--- src/rtl/stream_chunk_sequencer_pkg.sv ---
// rtl/stream_chunk_sequencer_pkg.sv - shared state encoding and step-count helpers
package stream_chunk_sequencer_pkg;

    typedef enum logic [1:0] {
        IDLE = 2'd0,
        BUSY = 2'd1,
        DONE = 2'd2
    } seq_state_t;

    function automatic int calc_nfull(input int in_width, input int chunk_size);
        return in_width / chunk_size;
    endfunction

    function automatic int calc_rem(input int in_width, input int chunk_size);
        return in_width % chunk_size;
    endfunction

    function automatic int calc_nstep(input int in_width, input int chunk_size);
        return (in_width / chunk_size) + (((in_width % chunk_size) != 0) ? 1 : 0);
    endfunction

    function automatic int calc_cnt_width(input int nstep);
        return $clog2(nstep + 1);
    endfunction

endpackage

--- src/rtl/stream_pad.sv ---
// rtl/stream_pad.sv - combinational msb-aligned pad/truncate from IN_WIDTH to OUT_WIDTH
module stream_pad #(
    parameter int IN_WIDTH  = 16,
    parameter int OUT_WIDTH = 16
) (
    input  logic [IN_WIDTH-1:0]  data,
    output logic [OUT_WIDTH-1:0] padded
);

    generate
        if (IN_WIDTH > OUT_WIDTH) begin : g_trunc
            assign padded = data[IN_WIDTH-1 -: OUT_WIDTH];
        end else if (IN_WIDTH == OUT_WIDTH) begin : g_same
            assign padded = data;
        end else begin : g_pad
            assign padded = {data, {(OUT_WIDTH-IN_WIDTH){1'b0}}};
        end
    endgenerate

endmodule

--- src/rtl/stream_chunk_sequencer.sv ---
// rtl/stream_chunk_sequencer.sv - serial chunk-reversing / pass-through streamer, one slice per clock
module stream_chunk_sequencer
    import stream_chunk_sequencer_pkg::*;
#(
    parameter int IN_WIDTH   = 16,
    parameter int OUT_WIDTH  = 16,
    parameter int CHUNK_SIZE = 4
) (
    input  logic                 clk,
    input  logic                 rst,
    input  logic                 in_valid,
    output logic                 in_ready,
    input  logic [IN_WIDTH-1:0]  in_data,
    input  logic                 in_dir,
    input  logic                 abort,
    output logic                 out_valid,
    input  logic                 out_ready,
    output logic [OUT_WIDTH-1:0] out_data,
    output logic                 busy
);

    localparam int NFULL = calc_nfull(IN_WIDTH, CHUNK_SIZE);
    localparam int REM   = calc_rem(IN_WIDTH, CHUNK_SIZE);
    localparam int NSTEP = calc_nstep(IN_WIDTH, CHUNK_SIZE);
    localparam int CW    = calc_cnt_width(NSTEP);
    // Masks for the short trailing slice; both are zero when the width divides evenly.
    localparam logic [IN_WIDTH-1:0] REM_LO = {IN_WIDTH{1'b1}} >> (IN_WIDTH - REM);
    localparam logic [IN_WIDTH-1:0] REM_HI = REM_LO << (NFULL * CHUNK_SIZE);

    seq_state_t            state;
    logic [CW-1:0]         step;
    logic [IN_WIDTH-1:0]   src;
    logic                  dir;
    logic [IN_WIDTH-1:0]   result;
    logic [IN_WIDTH-1:0]   result_next;
    logic [OUT_WIDTH-1:0]  pad_data;

    always_comb begin
        result_next = result;
        for (int i = 0; i < NFULL; i++) begin
            if (step == CW'(i)) begin
                if (dir)
                    result_next[i*CHUNK_SIZE +: CHUNK_SIZE] = src[i*CHUNK_SIZE +: CHUNK_SIZE];
                else
                    result_next[IN_WIDTH-1-i*CHUNK_SIZE -: CHUNK_SIZE] = src[i*CHUNK_SIZE +: CHUNK_SIZE];
            end
        end
        if (REM != 0 && step == CW'(NFULL)) begin
            if (dir)
                result_next = (result & ~REM_HI) | (src & REM_HI);
            else
                result_next = (result & ~REM_LO) | ((src >> (NFULL * CHUNK_SIZE)) & REM_LO);
        end
    end

    // Pad the in-flight value so out_data is registered on the same edge the last slice lands.
    stream_pad #(
        .IN_WIDTH  (IN_WIDTH),
        .OUT_WIDTH (OUT_WIDTH)
    ) u_pad (
        .data   (result_next),
        .padded (pad_data)
    );

    always_ff @(posedge clk) begin
        if (rst) begin
            state     <= IDLE;
            step      <= '0;
            src       <= '0;
            dir       <= 1'b0;
            result    <= '0;
            in_ready  <= 1'b1;
            out_valid <= 1'b0;
            out_data  <= '0;
            busy      <= 1'b0;
        end else begin
            case (state)
                IDLE: begin
                    if (in_valid) begin
                        src      <= in_data;
                        dir      <= in_dir;
                        result   <= '0;
                        step     <= '0;
                        state    <= BUSY;
                        in_ready <= 1'b0;
                        busy     <= 1'b1;
                    end
                end
                BUSY: begin
                    if (abort) begin
                        state    <= IDLE;
                        result   <= '0;
                        step     <= '0;
                        in_ready <= 1'b1;
                        busy     <= 1'b0;
                    end else begin
                        result <= result_next;
                        step   <= step + CW'(1);
                        if (step == CW'(NSTEP - 1)) begin
                            state     <= DONE;
                            out_valid <= 1'b1;
                            out_data  <= pad_data;
                        end
                    end
                end
                DONE: begin
                    if (abort || out_ready) begin
                        state     <= IDLE;
                        out_valid <= 1'b0;
                        in_ready  <= 1'b1;
                        busy      <= 1'b0;
                    end
                end
                default: begin
                    state     <= IDLE;
                    in_ready  <= 1'b1;
                    out_valid <= 1'b0;
                    busy      <= 1'b0;
                end
            endcase
        end
    end

endmodule

--- config.mk ---
export PLATFORM = sky130hd
export DESIGN_NAME = stream_chunk_sequencer
export DESIGN_NICKNAME = d
export VERILOG_FILES = /design/src/rtl/stream_chunk_sequencer_pkg.sv /design/src/rtl/stream_pad.sv /design/src/rtl/stream_chunk_sequencer.sv
export SDC_FILE = /design/constraint.sdc
export NUM_CORES = 1
export LEC_CHECK = 0
export ABC_AREA = 1
export BUFFER_PORTS_ARGS = -buffer_cell sky130_fd_sc_hd__buf_2
export CAP_MARGIN = 10
export CORE_MARGIN = 2
export CORE_UTILIZATION = 50
export CTS_CLUSTER_DIAMETER = 100
export DETAILED_ROUTE_END_ITERATION = 7
export PLACE_DENSITY = 0.72
export SKIP_CTS_REPAIR_TIMING = 1
export SYNTH_ARGS = -nofsm -noshare
export SYNTH_HDL_FRONTEND = slang
export SYNTH_SLANG_ARGS = --single-unit
--- constraint.sdc ---
create_clock -name clk -period 2.65 [get_ports clk]
set_input_delay 0.795 -clock clk [delete_from_list [all_inputs] [get_ports clk]]
set_output_delay 0.795 -clock clk [all_outputs]
set_load 0.01 [all_outputs]
; Word level (Yosys, flattened, before mapping)
; Cells that the tools add are included.
[totals]
ff_bits = 57
in_bits = 22
out_inout_bits = 19
elab_cells = 69
[classes]
n_addsub = 1
n_eq_ne = 11
mux = 36
bitwise = 2
n_reduce_logical = 10
[op_table]
columns = op, n
row1 = two-way mux 4 bit, 12
row2 = two-way mux 16 bit, 2
row3 = case mux 16 bit (2 select lines), 1
row4 = two-way mux 8 bit, 2
row5 = inequality test 2 bit (second input constant), 5
row6 = case mux 1 bit (3 select lines), 3
row7 = AND reduction 3 bit, 3
row8 = two-way mux 1 bit, 8
row9 = two-way mux 2 bit, 4
row10 = equality test 3 x 2 -> 1 bit (second input constant), 2
row11 = two-way mux 3 bit, 2
row12 = case mux 2 bit (3 select lines), 1
row13 = case mux 3 bit (2 select lines), 1
row14 = AND reduction 2 bit, 2
row15 = AND reduction 4 bit, 1
row16 = adder 3 x 1 -> 3 bit (second input constant), 1
row17 = equality test 3 x 1 -> 1 bit (second input constant), 1
row18 = logical NOT 3 bit, 1
row19 = inequality test 3 bit (second input constant), 1
row20 = equality test 2 x 1 -> 1 bit (second input constant), 1
row21 = equality test 2 bit (second input constant), 1
row22 = logical NOT 2 bit, 1
row23 = inverter 1 bit, 2
row24 = nonzero test 2 bit, 1
row25 = logical OR 1 bit, 1

; Depth between registers and ports, before layout
[logic_depth]
depth_word = 6
ltp_mapped = 11
mapped_depth_nobuf = 11

; By module
; From an unflattened synthesis, not the netlist that was laid out.
[hier_totals]
cells_unflattened = 375
area_unflattened_um2 = 2800.2
[modules_own_cells]
columns = module, n_inst, cells_per_inst, area_each_um2, seq_area_each_um2
row1 = stream_chunk_sequencer, 1, 359, 2680.1, 1141.1
row2 = stream_pad, 1, 16, 120.1, 0.0

; Worst setup path after synthesis
; No wires, ideal clock.
[synth_timing]
kind = input-to-reg
from = input rst
to = register busy
setup_ns = 0.128
t_arrival_ns = 1.381
t_required_ns = 2.522
slack_ns = 1.141
cell_stages = 3
n_path_buf = 2
cell_sequence = clkbuf_1 buf_2 a21oi_1
[synth_lines]
columns = element, line_no
row1 = "start, declared", stream_chunk_sequencer.sv:10  ; input logic rst,
row2 = "end signal, assigned", stream_chunk_sequencer.sv:75  ; busy <= 1'b0;
row3 = "end signal, assigned", stream_chunk_sequencer.sv:86  ; busy <= 1'b1;
row4 = "end signal, assigned", stream_chunk_sequencer.sv:95  ; busy <= 1'b0;
row5 = "end, declared", stream_chunk_sequencer.sv:19  ; output logic busy
; No word-level cell between the ends.

; Worst setup path in the final report
[layout_timing]
from = register step[1]
to = register out_data[1]
[layout_between]
elab_chain_len = 4
elab_cells_between_ends = 6
classes_between = 1 x eq/ne / 3 x mux / 2 x reduce/logical
[layout_lines]
columns = element, line_no
row1 = "start, declared", stream_chunk_sequencer.sv:31  ; logic [CW-1:0] step;
row2 = "start signal, assigned", stream_chunk_sequencer.sv:98  ; step <= step + CW'(1);
row3 = logical NOT 3 bit, stream_chunk_sequencer.sv:41  ; if (step == CW'(i)) begin
row4 = two-way mux 4 bit, stream_chunk_sequencer.sv:41
row5 = two-way mux 4 bit, stream_chunk_sequencer.sv:42  ; if (dir)
row6 = two-way mux 4 bit, stream_chunk_sequencer.sv:41
row7 = "end signal, assigned", stream_chunk_sequencer.sv:102  ; out_data <= pad_data;
row8 = "end, declared", stream_chunk_sequencer.sv:18  ; output logic [OUT_WIDTH-1:0] out_data,
; Several ways; a longest one is shown, not always the timed one.
; A chain may end at the register's enable or synchronous reset.

==> run summary <==
status = finished, final reports clean
crit path max fanout = 33
clk slew on worst S/H paths = 0.06 ns
Slew HR = 57.2%
vias per inst = 5.08
Via Count = 2417
TritonCTS clock tree = built
Worst Clk Skew = 0.00572 ns
final period utilization = 66.9%
Layout area overhead = 15.1%
Initial Util = 51.9%
floorplan row count = 26
Worst Path Required = 2.92 ns
FILL cells = 500
Diodes inserted = 0
Final Cell Area = 3070 um^2
crit path cell chain = ha_1, ha_1, nand3_2, inv_2, o21ai_0, a21oi_1
global-route wire length before repair = 10400 um
clk buf depth = 2
Static Leak = 1.35 nW
clk_lat worst skew = 0.34 ns
worst slack, placed = 0.733 ns
worst vdd ir = 0.385 mV
final worst setup slack = 0.878 ns
slowest stage cell, crit path = inv_2
dpl cells = 460
DR WL met2 = 2770 um
CP peak stage delay = 0.41 ns
I/O pin count = 41
Final ANT Viol Nets = 0
final hold viol count = 0
RSZ-0062 raised after global routing = false
DRT Pass-1 Iters = 5
setup TNS = 0 ns
worst slew pin tran = 0.642 ns
pins over their slew limit = 0
asr flop ratio synth = 0%
clock sinks = 57
Critical Path End Type = flip-flop
buffers and inverters on the worst path = 1
# H-tree levels = 3
Worst path top cell family by delay = adder cells
number of CTS-inserted buffers = 9
worst setup path class = reg -> reg
Setup crit start kind = flip-flop
Seq/Total Area, Yosys = 42.7%
register area = 1140 um^2
grt ovf = 0
met1 wire length = 3010 um
hpwl dp = 4140 um
synth unique cells = 29
fmax = 564 MHz
area of the multi-input gates = 1300 um^2
Post-synth EDFFs = 0
Synthesis Warnings = 0
die width = 77.1 um
Tot GR Track Use = 22.2%
Avg WL per Cell = 13.0 um
initial antenna violation count = 0
Worst Path Arrival = 2.04 ns
DRT iter0 DRCs = 209
number of synthesized register bits = 57
CTS Root Cell = clkbuf_8
syn nets = 393
layout cells sized above 1 = 20.7%
cell count after synthesis = 366
hold crit path type = reg -> reg
Post-Syn Area per Cell = 7.30 um^2
Die Ht = 77.1 um
Tmin final = 1.77 ns
core area = 5140 um^2
met3 wire len = 337 um
largest net degree at the start of global routing = 34
power per cell area = 623 nW/um^2
routability cong. = 0.849
maxcap violations = 0
Synth Flop Type = dfxtp_1
cell mode on critical path = ha_1
Die Area = 5940 um^2
Final Setup Violations = 0
port bufs = 40
post-route insts no fill = 476
Post-DP Area = 2870 um^2
vias in the first global route = 2236
max layer used = met4
Total Routed Length = 6200 um
Final nets = 428
synthesized cell area = 2670 um^2
DRC Markers = 0
report_power, final:
| group | internal [mW] | total (mW) | switching, mW |
|---|---|---|---|
| combinational | 0.0512 | 0.162 | 0.111 |
| sequential | 0.885 | 0.906 | 0.0217 |
| clock | 0.510 | 0.846 | 0.336 |
| total | 1.45 | 1.91 | 0.468 |
cell usage after synthesis (all sizes together) (5+ instances only):
| cell | count | share of area, % |
|---|---|---|
| inv | 31 | 4.5 |
| clkbuf | 7 | 0.98 |
| nand4 | 16 | 3.7 |
| buf | 11 | 3.0 |
| nor2 | 38 | 6.3 |
| ha | 5 | 2.3 |
| o21ai | 26 | 4.9 |
| nand2 | 93 | 14 |
| nand3 | 39 | 7.5 |
| dfxtp | 57 | 43 |
| a21oi | 38 | 8.5 |
path summary, 6_finish.rpt:
kind                                    end  slack [ns]  cells past startpoint  startpoint
worst max-delay path            out_data[1]        0.88                      6     step[1]
worst min-delay path              result[5]        0.47                      2   result[5]
worst max register to register  out_data[1]        0.88                      6     step[1]
worst min register to register    result[5]        0.47                      2   result[5]
area by class of cell:
cell class / count / area share (%)
timing repair buffer: 42 / 7.00
sequential: 57 / 37.1
clock inverter: 2 / 1.14
multi-input combinational: 259 / 42.2
inverter: 32 / 4.03
clock buffer: 14 / 5.62
tap: 70 / 2.85
state kept, by name, indices dropped and copies added (netlist names):
register,cells
out_data,16
result,16
src,16
step,3
state,2
busy,1
dir,1
in_ready,1
out_valid,1
tightest hold or removal path: stages, from the launching register on:
cell	delay [ns]
dfxtp_1	0.31
nand2_1	0.06
a21oi_1	0.05
cells in the final DEF, fill, tap and decap left out, types with 2 or more instances in the layout:
cell and instances:
a21oi_2 10, ha_1 5, nand2_2 9, nand4_1 16, clkbuf_8 12, buf_2 40, nand2_1 83, inv_1 28
clkinv_2 2, a21oi_1 28, nand3_1 38, dfxtp_1 57, inv_2 2, nor2_1 35, clkbuf_1 2, buf_4 2
o21ai_0 24, o21ai_1 2
stage by stage:
stage | util, % | hold slack (ns) | power [mW]
after floorplan | - | 0.444 | 1.04
after global placement | 55.7 | 0.451 | 1.08
after detailed placement | 55.7 | 0.455 | 1.08
after CTS | 59.8 | 0.464 | 1.92
after global routing | 59.8 | 0.493 | 1.99
final | 59.8 | 0.465 | 1.91
kinds of logic (layout without fill, tap and decap cells):
group	count (synthesis)	in the layout	synth area share (%)
AND/OR/NAND/NOR	187	187	32.0
buffers and inverters	50	90	8.67
flip-flops	57	57	42.7
adder cells (fa/ha/maj)	5	5	2.34
AO/OA/AOI/OAI	67	67	14.2
per-layer routing:
metal | global-route usage (%) | vias to the layer above
met5 | 0 | -
met4 | 9.64 | 0
met3 | 4.71 | 8
met2 | 34.9 | 63
met1 | 29.5 | 1076
li1 | - | 1270
Note: power is estimated with default switching activity, not from simulation.
